### src/rtl/ex_stage_if.sv
// Operand bundle from ID/EX and the EX/MEM result bundle of the execute stage.
// The master side is the surrounding pipeline; the slave side is ex_stage.
interface ex_stage_if #(
  parameter int unsigned WIDTH = 8,
  parameter int unsigned REGW  = 3
) ();

  // ID/EX side
  logic             in_valid;
  logic [WIDTH-1:0] r1;
  logic [WIDTH-1:0] r2;
  logic [WIDTH-1:0] const_disp;
  logic [REGW-1:0]  sc;
  logic [REGW-1:0]  dest;
  logic [2:0]       alu_function;
  logic             alu_input_b_sel;
  logic             dm_mem_write;
  logic             flush;

  // EX/MEM side and flags
  logic             ex_busy;
  logic             out_valid;
  logic [WIDTH-1:0] out_result;
  logic [WIDTH-1:0] out_store_data;
  logic [REGW-1:0]  out_dest;
  logic             out_mem_write;
  logic             out_reg_write;
  logic             flag_z;
  logic             flag_c;

  modport master (
    output in_valid, r1, r2, const_disp, sc, dest, alu_function, alu_input_b_sel,
           dm_mem_write, flush,
    input  ex_busy, out_valid, out_result, out_store_data, out_dest, out_mem_write,
           out_reg_write, flag_z, flag_c
  );

  modport slave (
    input  in_valid, r1, r2, const_disp, sc, dest, alu_function, alu_input_b_sel,
           dm_mem_write, flush,
    output ex_busy, out_valid, out_result, out_store_data, out_dest, out_mem_write,
           out_reg_write, flag_z, flag_c
  );

endinterface

### src/rtl/ex_stage.sv
// Execute stage: single-cycle ALU plus a bit-serial shifter that stalls upstream via ex_busy,
// feeding the EX/MEM register and the Z/C flag register.
module ex_stage #(
  parameter int unsigned WIDTH = 8,
  parameter int unsigned REGW  = 3
) (
  input logic       clk,
  input logic       rst,
  ex_stage_if.slave bus
);

  localparam logic [2:0] FnAdd  = 3'b000;
  localparam logic [2:0] FnSub  = 3'b001;
  localparam logic [2:0] FnAnd  = 3'b010;
  localparam logic [2:0] FnOr   = 3'b011;
  localparam logic [2:0] FnXor  = 3'b100;
  localparam logic [2:0] FnShl  = 3'b101;
  localparam logic [2:0] FnShr  = 3'b110;
  localparam logic [2:0] FnPass = 3'b111;

  typedef enum logic [0:0] {StIdle, StShift} state_e;

  state_e           state_q, state_d;
  logic [WIDTH-1:0] acc_q, acc_d;
  logic [REGW-1:0]  cnt_q, cnt_d;
  logic [WIDTH-1:0] result_q, result_d;
  logic [WIDTH-1:0] store_q, store_d;
  logic [REGW-1:0]  dest_q, dest_d;
  logic             valid_q, valid_d;
  logic             mem_write_q, mem_write_d;
  logic             reg_write_q, reg_write_d;
  logic             z_q, z_d;
  logic             c_q, c_d;

  logic [WIDTH-1:0] op_a;
  logic [WIDTH-1:0] op_b;
  logic [WIDTH:0]   sum;
  logic [WIDTH:0]   diff;
  logic             is_shift;
  logic             shift_left;
  logic             multi_cycle;
  logic [WIDTH-1:0] step_src;
  logic [WIDTH-1:0] step_res;
  logic             step_out;
  logic [WIDTH-1:0] alu_res;
  logic             alu_c;
  logic             alu_flags_upd;
  logic             busy;

  assign op_a = bus.r1;
  assign op_b = bus.alu_input_b_sel ? bus.const_disp : bus.r2;
  assign sum  = {1'b0, op_a} + {1'b0, op_b};
  assign diff = {1'b0, op_a} - {1'b0, op_b};

  assign is_shift    = (bus.alu_function == FnShl) || (bus.alu_function == FnShr);
  assign shift_left  = (bus.alu_function == FnShl);
  assign multi_cycle = is_shift && (bus.sc > REGW'(1));

  // One-bit shift step; after the first cycle the captured accumulator is the source.
  assign step_src = (state_q == StShift) ? acc_q : op_a;
  assign step_res = shift_left ? {step_src[WIDTH-2:0], 1'b0} : {1'b0, step_src[WIDTH-1:1]};
  assign step_out = shift_left ? step_src[WIDTH-1] : step_src[0];

  // Single-cycle result (non-shift ops and shifts by 0 or 1).
  always_comb begin
    alu_res       = '0;
    alu_c         = c_q;
    alu_flags_upd = 1'b1;
    case (bus.alu_function)
      FnAdd: begin
        alu_res = sum[WIDTH-1:0];
        alu_c   = sum[WIDTH];
      end
      FnSub: begin
        alu_res = diff[WIDTH-1:0];
        alu_c   = ~diff[WIDTH];
      end
      FnAnd: begin
        alu_res = op_a & op_b;
        alu_c   = 1'b0;
      end
      FnOr: begin
        alu_res = op_a | op_b;
        alu_c   = 1'b0;
      end
      FnXor: begin
        alu_res = op_a ^ op_b;
        alu_c   = 1'b0;
      end
      FnShl, FnShr: begin
        if (bus.sc == '0) begin
          alu_res = op_a;
        end else begin
          alu_res = step_res;
          alu_c   = step_out;
        end
      end
      FnPass: begin
        alu_res       = op_b;
        alu_flags_upd = 1'b0;
      end
      default: begin
        alu_res = '0;
      end
    endcase
  end

  always_comb begin
    state_d     = state_q;
    acc_d       = acc_q;
    cnt_d       = cnt_q;
    result_d    = result_q;
    store_d     = store_q;
    dest_d      = dest_q;
    valid_d     = 1'b0;
    mem_write_d = 1'b0;
    reg_write_d = 1'b0;
    z_d         = z_q;
    c_d         = c_q;
    busy        = 1'b0;

    if (bus.flush) begin
      state_d = StIdle;
      cnt_d   = '0;
    end else if (state_q == StShift) begin
      if (cnt_q > REGW'(1)) begin
        busy  = 1'b1;
        acc_d = step_res;
        cnt_d = cnt_q - REGW'(1);
      end else begin
        // Final step commits; upstream has held the instruction fields stable.
        state_d     = StIdle;
        cnt_d       = '0;
        result_d    = step_res;
        store_d     = bus.r2;
        dest_d      = bus.dest;
        valid_d     = 1'b1;
        mem_write_d = bus.dm_mem_write;
        reg_write_d = ~bus.dm_mem_write;
        z_d         = (step_res == '0);
        c_d         = step_out;
      end
    end else if (bus.in_valid) begin
      if (multi_cycle) begin
        busy    = 1'b1;
        acc_d   = step_res;
        cnt_d   = bus.sc - REGW'(1);
        state_d = StShift;
      end else begin
        result_d    = alu_res;
        store_d     = bus.r2;
        dest_d      = bus.dest;
        valid_d     = 1'b1;
        mem_write_d = bus.dm_mem_write;
        reg_write_d = ~bus.dm_mem_write;
        if (alu_flags_upd) begin
          z_d = (alu_res == '0);
          c_d = alu_c;
        end
      end
    end
  end

  always_ff @(posedge clk or negedge rst) begin
    if (!rst) begin
      state_q     <= StIdle;
      acc_q       <= '0;
      cnt_q       <= '0;
      result_q    <= '0;
      store_q     <= '0;
      dest_q      <= '0;
      valid_q     <= 1'b0;
      mem_write_q <= 1'b0;
      reg_write_q <= 1'b0;
      z_q         <= 1'b0;
      c_q         <= 1'b0;
    end else begin
      state_q     <= state_d;
      acc_q       <= acc_d;
      cnt_q       <= cnt_d;
      result_q    <= result_d;
      store_q     <= store_d;
      dest_q      <= dest_d;
      valid_q     <= valid_d;
      mem_write_q <= mem_write_d;
      reg_write_q <= reg_write_d;
      z_q         <= z_d;
      c_q         <= c_d;
    end
  end

  // Gated by reset so a held shift request cannot stall upstream while in reset.
  assign bus.ex_busy        = busy & rst;
  assign bus.out_valid      = valid_q;
  assign bus.out_result     = result_q;
  assign bus.out_store_data = store_q;
  assign bus.out_dest       = dest_q;
  assign bus.out_mem_write  = mem_write_q;
  assign bus.out_reg_write  = reg_write_q;
  assign bus.flag_z         = z_q;
  assign bus.flag_c         = c_q;

endmodule

### src/flat_wrapper.sv
// flat-port wrapper written by rule: the top's interface ports become plain ports
module ex_stage_flat 
#(
  parameter int unsigned WIDTH = 8,
  parameter int unsigned REGW  = 3
)
  (clk, rst, bus_in_valid, bus_r1, bus_r2, bus_const_disp, bus_sc, bus_dest, bus_alu_function, bus_alu_input_b_sel, bus_dm_mem_write, bus_flush, bus_ex_busy, bus_out_valid, bus_out_result, bus_out_store_data, bus_out_dest, bus_out_mem_write, bus_out_reg_write, bus_flag_z, bus_flag_c);
  ex_stage_if #(.WIDTH(WIDTH), .REGW(REGW)) bus_i ();
  input logic clk;
  input logic rst;
  input wire logic [$bits(bus_i.in_valid)-1:0] bus_in_valid;
  input wire logic [$bits(bus_i.r1)-1:0] bus_r1;
  input wire logic [$bits(bus_i.r2)-1:0] bus_r2;
  input wire logic [$bits(bus_i.const_disp)-1:0] bus_const_disp;
  input wire logic [$bits(bus_i.sc)-1:0] bus_sc;
  input wire logic [$bits(bus_i.dest)-1:0] bus_dest;
  input wire logic [$bits(bus_i.alu_function)-1:0] bus_alu_function;
  input wire logic [$bits(bus_i.alu_input_b_sel)-1:0] bus_alu_input_b_sel;
  input wire logic [$bits(bus_i.dm_mem_write)-1:0] bus_dm_mem_write;
  input wire logic [$bits(bus_i.flush)-1:0] bus_flush;
  output wire logic [$bits(bus_i.ex_busy)-1:0] bus_ex_busy;
  output wire logic [$bits(bus_i.out_valid)-1:0] bus_out_valid;
  output wire logic [$bits(bus_i.out_result)-1:0] bus_out_result;
  output wire logic [$bits(bus_i.out_store_data)-1:0] bus_out_store_data;
  output wire logic [$bits(bus_i.out_dest)-1:0] bus_out_dest;
  output wire logic [$bits(bus_i.out_mem_write)-1:0] bus_out_mem_write;
  output wire logic [$bits(bus_i.out_reg_write)-1:0] bus_out_reg_write;
  output wire logic [$bits(bus_i.flag_z)-1:0] bus_flag_z;
  output wire logic [$bits(bus_i.flag_c)-1:0] bus_flag_c;
  assign bus_i.in_valid = bus_in_valid;
  assign bus_i.r1 = bus_r1;
  assign bus_i.r2 = bus_r2;
  assign bus_i.const_disp = bus_const_disp;
  assign bus_i.sc = bus_sc;
  assign bus_i.dest = bus_dest;
  assign bus_i.alu_function = bus_alu_function;
  assign bus_i.alu_input_b_sel = bus_alu_input_b_sel;
  assign bus_i.dm_mem_write = bus_dm_mem_write;
  assign bus_i.flush = bus_flush;
  assign bus_ex_busy = bus_i.ex_busy;
  assign bus_out_valid = bus_i.out_valid;
  assign bus_out_result = bus_i.out_result;
  assign bus_out_store_data = bus_i.out_store_data;
  assign bus_out_dest = bus_i.out_dest;
  assign bus_out_mem_write = bus_i.out_mem_write;
  assign bus_out_reg_write = bus_i.out_reg_write;
  assign bus_flag_z = bus_i.flag_z;
  assign bus_flag_c = bus_i.flag_c;
  ex_stage #(.WIDTH(WIDTH), .REGW(REGW)) u_core (.clk(clk), .rst(rst), .bus(bus_i));
endmodule
### config.mk
export PLATFORM = sky130hd
export DESIGN_NAME = ex_stage_flat
export DESIGN_NICKNAME = d
export VERILOG_FILES = /design/src/rtl/ex_stage_if.sv /design/src/rtl/ex_stage.sv /design/src/flat_wrapper.sv
export SDC_FILE = /design/constraint.sdc
export NUM_CORES = 1
export LEC_CHECK = 0
export BUFFER_PORTS_ARGS = -buffer_cell sky130_fd_sc_hd__buf_2
export CAP_MARGIN = 20
export CORE_MARGIN = 5
export CORE_UTILIZATION = 45
export CTS_CLUSTER_DIAMETER = 30
export DETAILED_ROUTE_END_ITERATION = 6
export GPL_ROUTABILITY_DRIVEN = 0
export PLACE_DENSITY = 0.75
export SETUP_SLACK_MARGIN = 0.15
export SLEW_MARGIN = 20
export SYNTH_ARGS = -nofsm -noshare
export SYNTH_HDL_FRONTEND = slang
export SYNTH_SLANG_ARGS = --single-unit
### constraint.sdc
create_clock -name clk -period 4 [get_ports clk]
set_input_delay 0.8 -clock clk [delete_from_list [all_inputs] [get_ports clk]]
set_output_delay 0.8 -clock clk [all_outputs]
set_load 0.03 [all_outputs]
==> flow_summary.json, run 1 <==
{
  "grt_pass1_vias": 3289,
  "ios": 64,
  "synth_seq_area_share_pct": 25.8,
  "cts_made_buffers": 5,
  "yosysTopAreaCellShare_pct": 25.8,
  "num_vias": 3250,
  "cts_resized": 0,
  "synth_area_um2": 3490,
  "synth_warnings": 0,
  "rsz0062_at_grt": "no",
  "synth_nets": 471,
  "setup.worst_path.end_class": "flop",
  "synth_edf_count": 0,
  "synth.most_common_cell": "dfrtp_1",
  "viasPerCell": 5.87,
  "clock_latency_ns": 0.28,
  "cts_tree": "yes",
  "grt_start_max_net_pins": 37,
  "hold_viol": 0,
  "grt_pass1_wl_mm": 16.0,
  "cp.required_ns": 4.23,
  "drcViolationCount": 0,
  "synth.area.top_cells": "dfrtp_1, ha_1, mux2_2",
  "tightest_slew_ns": 0.655,
  "fill_cells": 740,
  "finalMaxSlewViolations": 0,
  "power.density_nw_per_um2": 379,
  "synthCells": 396,
  "drt-initial-drc-count": 201,
  "row_count": 32,
  "dp_cells": 546,
  "postCtsSetupBuffers": 0,
  "final_cells": 554,
  "drv_cap": 0,
  "tns_ns": 0,
  "yosys.area.top_type": "dfrtp_1",
  "hold_path.class": "reg2reg",
  "clk_pin_slew_ns": 0.07,
  "cts-root-buf": "clkbuf_8",
  "fmax_mhz": 300,
  "start_util_pct": 45.6,
  "numPortBuffers": 63,
  "status": "finished, final reports clean",
  "die_h_um": 98.1,
  "wl_per_cell_um": 17.3,
  "dieArea_um2": 9620,
  "crit_arrival_ns": 3.56,
  "dp_slack_ns": 0.442,
  "ys.flop_type": "dfrtp_1",
  "num_antenna_cells": 0,
  "worstSetupStartpointType": "input pin",
  "post-route-period-util_pct": 83.5,
  "period_minus_slack_ns": 3.34,
  "critical_path_class": "in2reg",
  "ir_worst_vdd_mv": 0.317,
  "cts_buffer_depth": 2,
  "synth-async-reset-ratio_pct": 100,
  "drive_above_1_share_pct": 25.7,
  "synth_common_cells": "dfrtp_1, ha_1, inv_1, nand2_1, nor2_1",
  "setup_ws_ns": 0.661,
  "nNetsFinal": 526,
  "die_x_um": 98.1,
  "grt_overflow": 0,
  "cts_sinks": 36,
  "critPathMaxFanout": 8,
  "setup_viol": 0,
  "ys_types": 64,
  "grtUsageTotal_pct": 20.1,
  "ys_seq_elements": 36,
  "synth_area_per_cell_um2": 8.82,
  "total_leakage_power_nw": 1.89,
  "routed_wl_mm": 9.57,
  "core-area_um2": 7650,
  "antenna_found_initial": 0,
  "ctsHoldBuffers": 0,
  "htree_num_levels": 2,
  "slew_headroom_pct": 55.8,
  "dr.pass1.iters": 4,
  "holdWs_ns": 0.505,
  "finClkSkew_ns": 0.00478,
  "dp_hpwl_mm": 7.57,
  "postRouteAntennaNets": 0,
  "area_growth_pct": 14.6
}
-- area by class of cell --
type	instances	area, µm²	share of cell area (%)
Multi-Input combinational cell	301	2350	58.8
Sequential cell	36	901	22.5
Timing Repair Buffer	72	383	9.57
Inverter	35	131	3.28
Tap cell	102	128	3.19
Clock buffer	6	72.6	1.81
Clock inverter	2	35.0	0.876
-- registers in the layout, summed over array words and instances (netlist names), 3 cells and up --
name                       cells
u_core.cnt_q                   3
u_core.acc_q                   8
u_core.bus.out_result          8
u_core.bus.out_dest            3
u_core.bus.out_store_data      8
-- routing by layer --
layer | part of all wire [%] | up-vias | track usage (%)
met5 | 0 | - | 0
met4 | 2.2 | 0 | 5.54
met3 | 7.9 | 20 | 3.71
met2 | 47 | 153 | 33.6
met1 | 42 | 1541 | 26.6
li1 | - | 1536 | -
-- cells in the final DEF (no fill, tap or decap), types with 3 or more instances in the layout --
cell type  instances
clkbuf_8           5
mux2i_1           14
xor2_1             6
mux4_2             6
ha_1              34
inv_1             34
buf_2             63
and2_1             4
dfrtp_1           36
o21bai_1           3
buf_4              9
nand2_1           30
or3_1              3
o21a_1             5
nor3b_1            3
nand3_1           12
nor3_1             9
o21ai_0            7
nor2b_1            7
xnor2_1            4
o211ai_1           4
a31oi_1            5
nand4_1            4
a211oi_1          15
nand2b_1           3
o311ai_0           3
mux2_2            20
nor2_1            26
o31ai_1            5
a21oi_1           25
a21o_1             4
-- worst paths after layout --
kind | startpoint | endpoint | slack, ns | depth (start not counted)
max | bus_alu_input_b_sel | u_core.bus.out_result[6]$_DFFE_PN0P_ | 0.66 | 12
min | u_core.bus.out_result[5]$_DFFE_PN0P_ | u_core.bus.out_result[5]$_DFFE_PN0P_ | 0.51 | 1
max reg2reg | u_core.state_q$_DFF_PN0_ | u_core.bus.out_result[4]$_DFFE_PN0P_ | 1.64 | 9
min reg2reg | u_core.bus.out_result[5]$_DFFE_PN0P_ | u_core.bus.out_result[5]$_DFFE_PN0P_ | 0.51 | 1
max in group asynchronous | rst | u_core.bus.flag_z$_DFFE_PN0P_ | 3.08 | 2
min in group asynchronous | rst | u_core.bus.out_store_data[0]$_DFFE_PN0P_ | 0.60 | 2
-- cells by family (layout without fill, tap and decap cells) --
logic type               after synthesis  after routing  synth area share [%]
AO/OA/AOI/OAI                        103            103                  20.8
adder cells (fa/ha/maj)               36             36                  13.3
buffers and inverters                 59            115                  6.92
flip-flops                            36             36                  25.8
XOR/XNOR                              10             10                  2.51
multiplexers                          41             41                  14.8
AND/OR/NAND/NOR                      111            111                  15.9
-- critical path, cell delays in order --
cell,delay (ns)
buf_2,0.22
mux2i_1,0.32
inv_1,0.10
ha_1,0.23
fa_1,0.41
o21bai_1,0.17
a21oi_1,0.13
o31ai_1,0.36
xor2_1,0.18
a31oi_1,0.12
o311ai_0,0.34
o21a_1,0.17
-- through the flow --
| step | power [mW] | instance area (µm²) | util [%] |
|---|---|---|---|
| 2_1_floorplan | 0.998 | 3490 | - |
| 3_3_place_gp | 1.18 | 3890 | 50.9 |
| 3_5_place_dp | 1.20 | 3890 | 50.9 |
| 4_1_cts | 1.52 | 4000 | 52.3 |
| 5_1_grt | 1.61 | 4000 | 52.3 |
| 6_report | 1.52 | 4000 | 52.3 |
-- power by group --
| part | total, mW | internal (mW) | switching (mW) | leakage, nW |
|---|---|---|---|---|
| logic | 0.670 | 0.266 | 0.405 | 1.40 |
| clock network | 0.315 | 0.185 | 0.130 | 0.0552 |
| registers | 0.532 | 0.459 | 0.0730 | 0.441 |
| total | 1.52 | 0.909 | 0.608 | 1.89 |
No activity file was read; power rests on OpenSTA's default activity.
==> run 2: changes to the inputs <==
Settings changed: ABC_AREA set to 1, PLACE_DENSITY 0.75 to 0.77.
Clock period 4 ns to 2.7 ns, I/O delays scaled along.
==> flow_summary.json, run 2 <==
{
  "status": "finished, final reports clean",
  "crit_arrival_ns": 1.92,
  "yosys.area.top_type": "dfrtp_1",
  "cts_buffer_depth": 2,
  "die_x_um": 97.3,
  "clock_latency_ns": 0.29,
  "fmax_mhz": 406,
  "slew_headroom_pct": 62.2,
  "dieArea_um2": 9470,
  "numPortBuffers": 63,
  "postRouteAntennaNets": 0,
  "switching_power_mw": 0.825,
  "synth_nets": 595,
  "pwr-share-comb_pct": 41.8,
  "dp_slack_ns": -0.0110,
  "hold_viol": 0,
  "setup.worst_path.end_class": "output pin",
  "p_sw_share_pct": 40.7,
  "synth.area.top_cells": "dfrtp_1, nand2_1, ha_1",
  "grtUsageTotal_pct": 21.1,
  "synth_seq_area_share_pct": 26.3,
  "clk_pin_slew_ns": 0.07,
  "critical_path_class": "in2out",
  "multi_input_area_um2": 2190,
  "num_vias": 3719,
  "wl_per_cell_um": 14.8,
  "worstSetupStartpointType": "input pin",
  "seqPwrFrac_pct": 34.8,
  "fill_cells": 679,
  "drt-met1-wl_mm": 4.23,
  "drive_above_1_share_pct": 18.5,
  "holdWs_ns": 0.311,
  "cts_sinks": 36,
  "start_util_pct": 46.8,
  "routed_wl_mm": 10.3,
  "final_cell_mix": "nand2_1, inv_1, buf_2, nand3_1, o21ai_0",
  "grt_pass1_wl_mm": 16.6,
  "synth.most_common_cell": "nand2_1",
  "total_leakage_power_nw": 2.28,
  "ios": 64,
  "synth_area_per_cell_um2": 6.60,
  "drcViolationCount": 0,
  "critPathMaxFanout": 10,
  "synth_common_cells": "nand2_1, inv_1, o21ai_0, nand3_1, nor2_1",
  "rsz0062_at_grt": "yes",
  "ir_worst_vdd_mv": 0.429,
  "met2_length_mm": 4.80,
  "wl_met3_um": 873,
  "intPower_mw": 1.20,
  "hold_path.class": "in2async",
  "ys.flop_type": "dfrtp_1",
  "cts_tree": "yes",
  "postCtsSetupBuffers": 0,
  "synth-async-reset-ratio_pct": 100,
  "viasPerCell": 5.35,
  "yosysTopAreaCellShare_pct": 26.3,
  "drv_cap": 0,
  "synth_edf_count": 0,
  "grt_start_max_net_pins": 37,
  "p_clk_share_pct": 23.4,
  "post-route-period-util_pct": 91.2,
  "num_antenna_cells": 0,
  "power.density_nw_per_um2": 499,
  "grt_pass1_vias": 3537,
  "row_count": 31,
  "highest_layer": "met4",
  "dp_hpwl_mm": 8.15,
  "dp_cells": 687,
  "cts-root-buf": "clkbuf_8",
  "layout_commonest_cell": "nand2_1",
  "drt-initial-drc-count": 424,
  "antenna_found_initial": 0,
  "period_minus_slack_ns": 2.46,
  "dr.pass1.iters": 5,
  "regArea_um2": 901,
  "area_growth_pct": 18.3,
  "grt_overflow": 0,
  "die_h_um": 97.3,
  "nNetsFinal": 670,
  "finClkSkew_ns": 0.00875,
  "ys_types": 43,
  "total_power_mw": 2.03,
  "setup_viol": 0,
  "synth_warnings": 0,
  "synthCells": 520,
  "ys_seq_elements": 36,
  "htree_num_levels": 2,
  "final_cells": 695,
  "synth_area_um2": 3430,
  "tightest_slew_ns": 0.564,
  "cp.required_ns": 2.16,
  "setup_ws_ns": 0.238,
  "cts_made_buffers": 5,
  "finalMaxSlewViolations": 0,
  "core-area_um2": 7330
}
## run 2: metal layers
layer / vias to the layer above / track usage [%]
li1: 1819 / -
met1: 1661 / 27.9
met2: 204 / 34.4
met3: 35 / 4.09
met4: 0 / 7.45
met5: - / 0
## run 2: cell type report
class / instances / area share [%]
inverter: 80 / 7.40
multi-input combinational: 394 / 54.0
clock inverter: 3 / 1.05
timing repair buffer: 78 / 10.6
sequential: 36 / 22.2
tap: 99 / 3.05
clock buffer: 5 / 1.70
## run 2: final timing paths
check,start,end,slack [ns],cells past startpoint
setup / recovery,bus_sc[1],bus_ex_busy,0.24,10
hold / removal,rst,u_core.bus.out_reg_write$_DFF_PN0_,0.31,2
setup reg to reg,u_core.state_q$_DFF_PN0_,u_core.bus.out_result[5]$_DFFE_PN0P_,0.72,12
hold reg to reg,u_core.bus.out_result[5]$_DFFE_PN0P_,u_core.bus.out_result[5]$_DFFE_PN0P_,0.48,2
max in group asynchronous,rst,u_core.acc_q[2]$_DFFE_PN0P_,2.07,2
min in group clk,bus_dm_mem_write,u_core.bus.out_reg_write$_DFF_PN0_,0.41,2
## run 2: stage by stage
stage	area, µm²	setup TNS (ns)	util [%]
detailed placement	3930	-0.0110	53.7
CTS	4050	0	55.2
floorplan	3430	0	-
finish	4060	0	55.4
global route	4060	0	55.4
global placement	3930	0	53.7
## run 2: critical path, cell delays in order
cell and delay, ns:
buf_2 0.09, inv_1 0.06, ha_1 0.18, o21bai_1 0.20, a21oi_4 0.18, nand2_2 0.09, nand2_1 0.08, nand2_2 0.13
nor2_2 0.16, clkbuf_4 0.21
## run 2: what timing repair did
item / in CTS / in global routing
resized for setup: 0 / 6
endpoints found under the setup margin: 0 / 4
hold buffers: 0 / 0
## run 2: power groups by stage
stage | combinational [mW] | clock [mW] | sequential, mW
after floorplan | 0.428 | 0 | 0.846
after global placement | 0.822 | 0 | 0.710
after detailed placement | 0.835 | 0 | 0.711
after CTS | 0.838 | 0.475 | 0.704
after global routing | 0.937 | 0.500 | 0.716
final | 0.848 | 0.474 | 0.705
## run 2: cell families after synthesis
group | after synthesis | share of synthesized area [%]
fa+ha+maj | 36 | 13.6
compound gates | 97 | 16.0
buf+inv | 90 | 10.2
simple gates | 256 | 32.7
flops | 36 | 26.3
mux | 1 | 0.292
xor+xnor | 4 | 1.02
==> run 3: changes to the inputs <==
==> constraint.sdc (replaced) <==
create_clock -name clk -period 2.1 [get_ports clk]
set_input_delay 0.21 -clock clk [delete_from_list [all_inputs] [get_ports clk]]
set_output_delay 0.21 -clock clk [all_outputs]
set_load 0.03 [all_outputs]
==> flow_summary.json, run 3 (same netlist as run 2, synthesis figures left out) <==
{
  "status": "finished with violations",
  "violations": "DRC",
  "tightest_slew_ns": 0.543,
  "min_to": "u_core.bus.out_reg_write$_DFF_PN0_",
  "power.density_nw_per_um2": 618,
  "grtUsageTotal_pct": 22.7,
  "post-route-period-util_pct": 89.9,
  "ir_worst_vdd_mv": 0.531,
  "cp.required_ns": 2.32,
  "cts-root-buf": "clkbuf_8",
  "cts_tree": "yes",
  "finClkSkew_ns": 0.00556,
  "cts_made_buffers": 5,
  "clock_latency_ns": 0.29,
  "dieArea_um2": 9470,
  "period_minus_slack_ns": 1.89,
  "worst_path_largest_cell_delay_ns": 0.52,
  "drv_cap": 0,
  "antenna_found_initial": 0,
  "fill_cells": 642,
  "postRouteAntennaNets": 0,
  "crit_path_start": "bus_alu_input_b_sel",
  "setup.worst_path.end_class": "flop",
  "rsz0062_at_grt": "yes",
  "total_leakage_power_nw": 2.48,
  "finalMaxSlewViolations": 0,
  "r2r_start": "u_core.state_q$_DFF_PN0_",
  "drt-initial-drc-count": 475,
  "slew_headroom_pct": 63.6,
  "num_antenna_cells": 0,
  "tns_ns": 0,
  "die_x_um": 97.3,
  "layout_commonest_cell": "nand2_1",
  "clk_pin_slew_ns": 0.08,
  "grt_pass1_wl_mm": 17.9,
  "grt_start_max_net_pins": 37,
  "row_count": 31,
  "core-area_um2": 7330,
  "grt_overflow": 0,
  "cp_cell_sequence": "buf_12 -> buf_8 -> nand2_4 -> o21ai_4 -> buf_6 -> fa_2 -> inv_1 -> nand2_1 -> nand2_1 -> nor2_1 -> nand3_1 -> nand2_2 -> nand3_1 -> nor2_1 -> nand4_1 -> a21oi_1",
  "hold_viol": 0,
  "die_h_um": 97.3,
  "setup_viol": 0,
  "dp_hpwl_mm": 8.77,
  "drcViolationCount": 2,
  "wl_per_cell_um": 15.7,
  "dr.pass1.iters": 7,
  "design_area_um2": 4510,
  "crit_family": "simple AND/OR/NAND/NOR gates",
  "crit_arrival_ns": 2.11,
  "worstHoldStart": "bus_dm_mem_write",
  "final_cell_mix": "nand2_1, inv_1, buf_2, buf_4, nand3_1",
  "routed_wl_mm": 11.5,
  "worstSetupStartpointType": "input pin",
  "detailed_place.area_um2": 4190,
  "nNetsFinal": 704,
  "num_vias": 3981,
  "hold_depth": 2,
  "rr_endpoint": "u_core.bus.out_result[6]$_DFFE_PN0P_",
  "drive_above_1_share_pct": 27.8,
  "ios": 64,
  "area_growth_pct": 31.6,
  "multi_input_area_um2": 2340,
  "numPortBuffers": 63,
  "regArea_um2": 902,
  "cp_num_buf_inv": 4,
  "worst_path_max_delay_cell": "fa_2",
  "total_power_mw": 2.79,
  "critPathMaxFanout": 6,
  "cts_buffer_depth": 2,
  "hold_path.class": "in2reg",
  "htree_num_levels": 2,
  "fmax_mhz": 530,
  "dp_cells": 717,
  "r2r_slack_ns": 0.24,
  "start_util_pct": 46.8,
  "viasPerCell": 5.46,
  "r2r_cells": 11,
  "final_cells": 729,
  "grt_pass1_vias": 3857,
  "crit_cells": 16,
  "critical_path_class": "in2reg",
  "cts_sinks": 36
}
[run 3: how the worst max path moves through the flow]
| stage | end | slack (ns) |
|---|---|---|
| 6_report | u_core.bus.flag_z$_DFFE_PN0P_ | 0.21 |
| 3_3_place_gp | u_core.bus.out_result[6]$_DFFE_PN0P_ | -0.16 |
| 3_5_place_dp | u_core.bus.out_result[5]$_DFFE_PN0P_ | -0.17 |
| 4_1_cts | u_core.bus.out_result[6]$_DFFE_PN0P_ | 0.15 |
| 5_1_grt | u_core.bus.out_result[6]$_DFFE_PN0P_ | 0.11 |
| 2_1_floorplan | u_core.bus.out_result[5]$_DFFE_PN0P_ | 0.12 |
[run 3: where the power goes]
part | switching (mW) | total, mW | internal [mW]
combinational | 0.799 | 1.26 | 0.466
clock | 0.266 | 0.617 | 0.351
sequential | 0.0773 | 0.906 | 0.829
[run 3: area by class of cell]
type / instances / share of cell area [%]
timing repair buffer: 112 / 16.3
sequential: 36 / 20.0
tap: 99 / 2.74
multi-input combinational: 394 / 51.9
inverter: 80 / 6.65
clock buffer: 5 / 1.52
clock inverter: 3 / 0.942
[run 3: layer usage]
metal | track usage, % | share of wire [%] | vias up | wire [µm]
li1 | - | - | 1889 | -
met1 | 28.1 | 39 | 1811 | 4520
met2 | 38.4 | 48 | 232 | 5500
met3 | 5.10 | 9.0 | 49 | 1040
met4 | 8.84 | 3.6 | 0 | 409
met5 | 0 | 0 | - | 0
[run 3: timing repair]
| item | 4_1_cts | 5_1_grt |
|---|---|---|
| endpoints found under the hold margin | 36 | 0 |
| resized for setup | 3 | 49 |
| setup endpoints to repair | 3 | 10 |
| hold buffers | 1 | 0 |
| pin swaps | 1 | 14 |
| buffers inserted | 1 | 1 |
| cloned | 0 | 1 |
[run 3: stage by stage]
step                hold slack (ns)  setup slack, ns  util, %
CTS                          0.0717            0.154     59.0
global route                 0.0726            0.109     61.6
global placement              0.295           -0.162     57.1
floorplan                   -0.0856            0.119        -
detailed placement            0.299           -0.173     57.1
finish                       0.0769            0.212     61.6
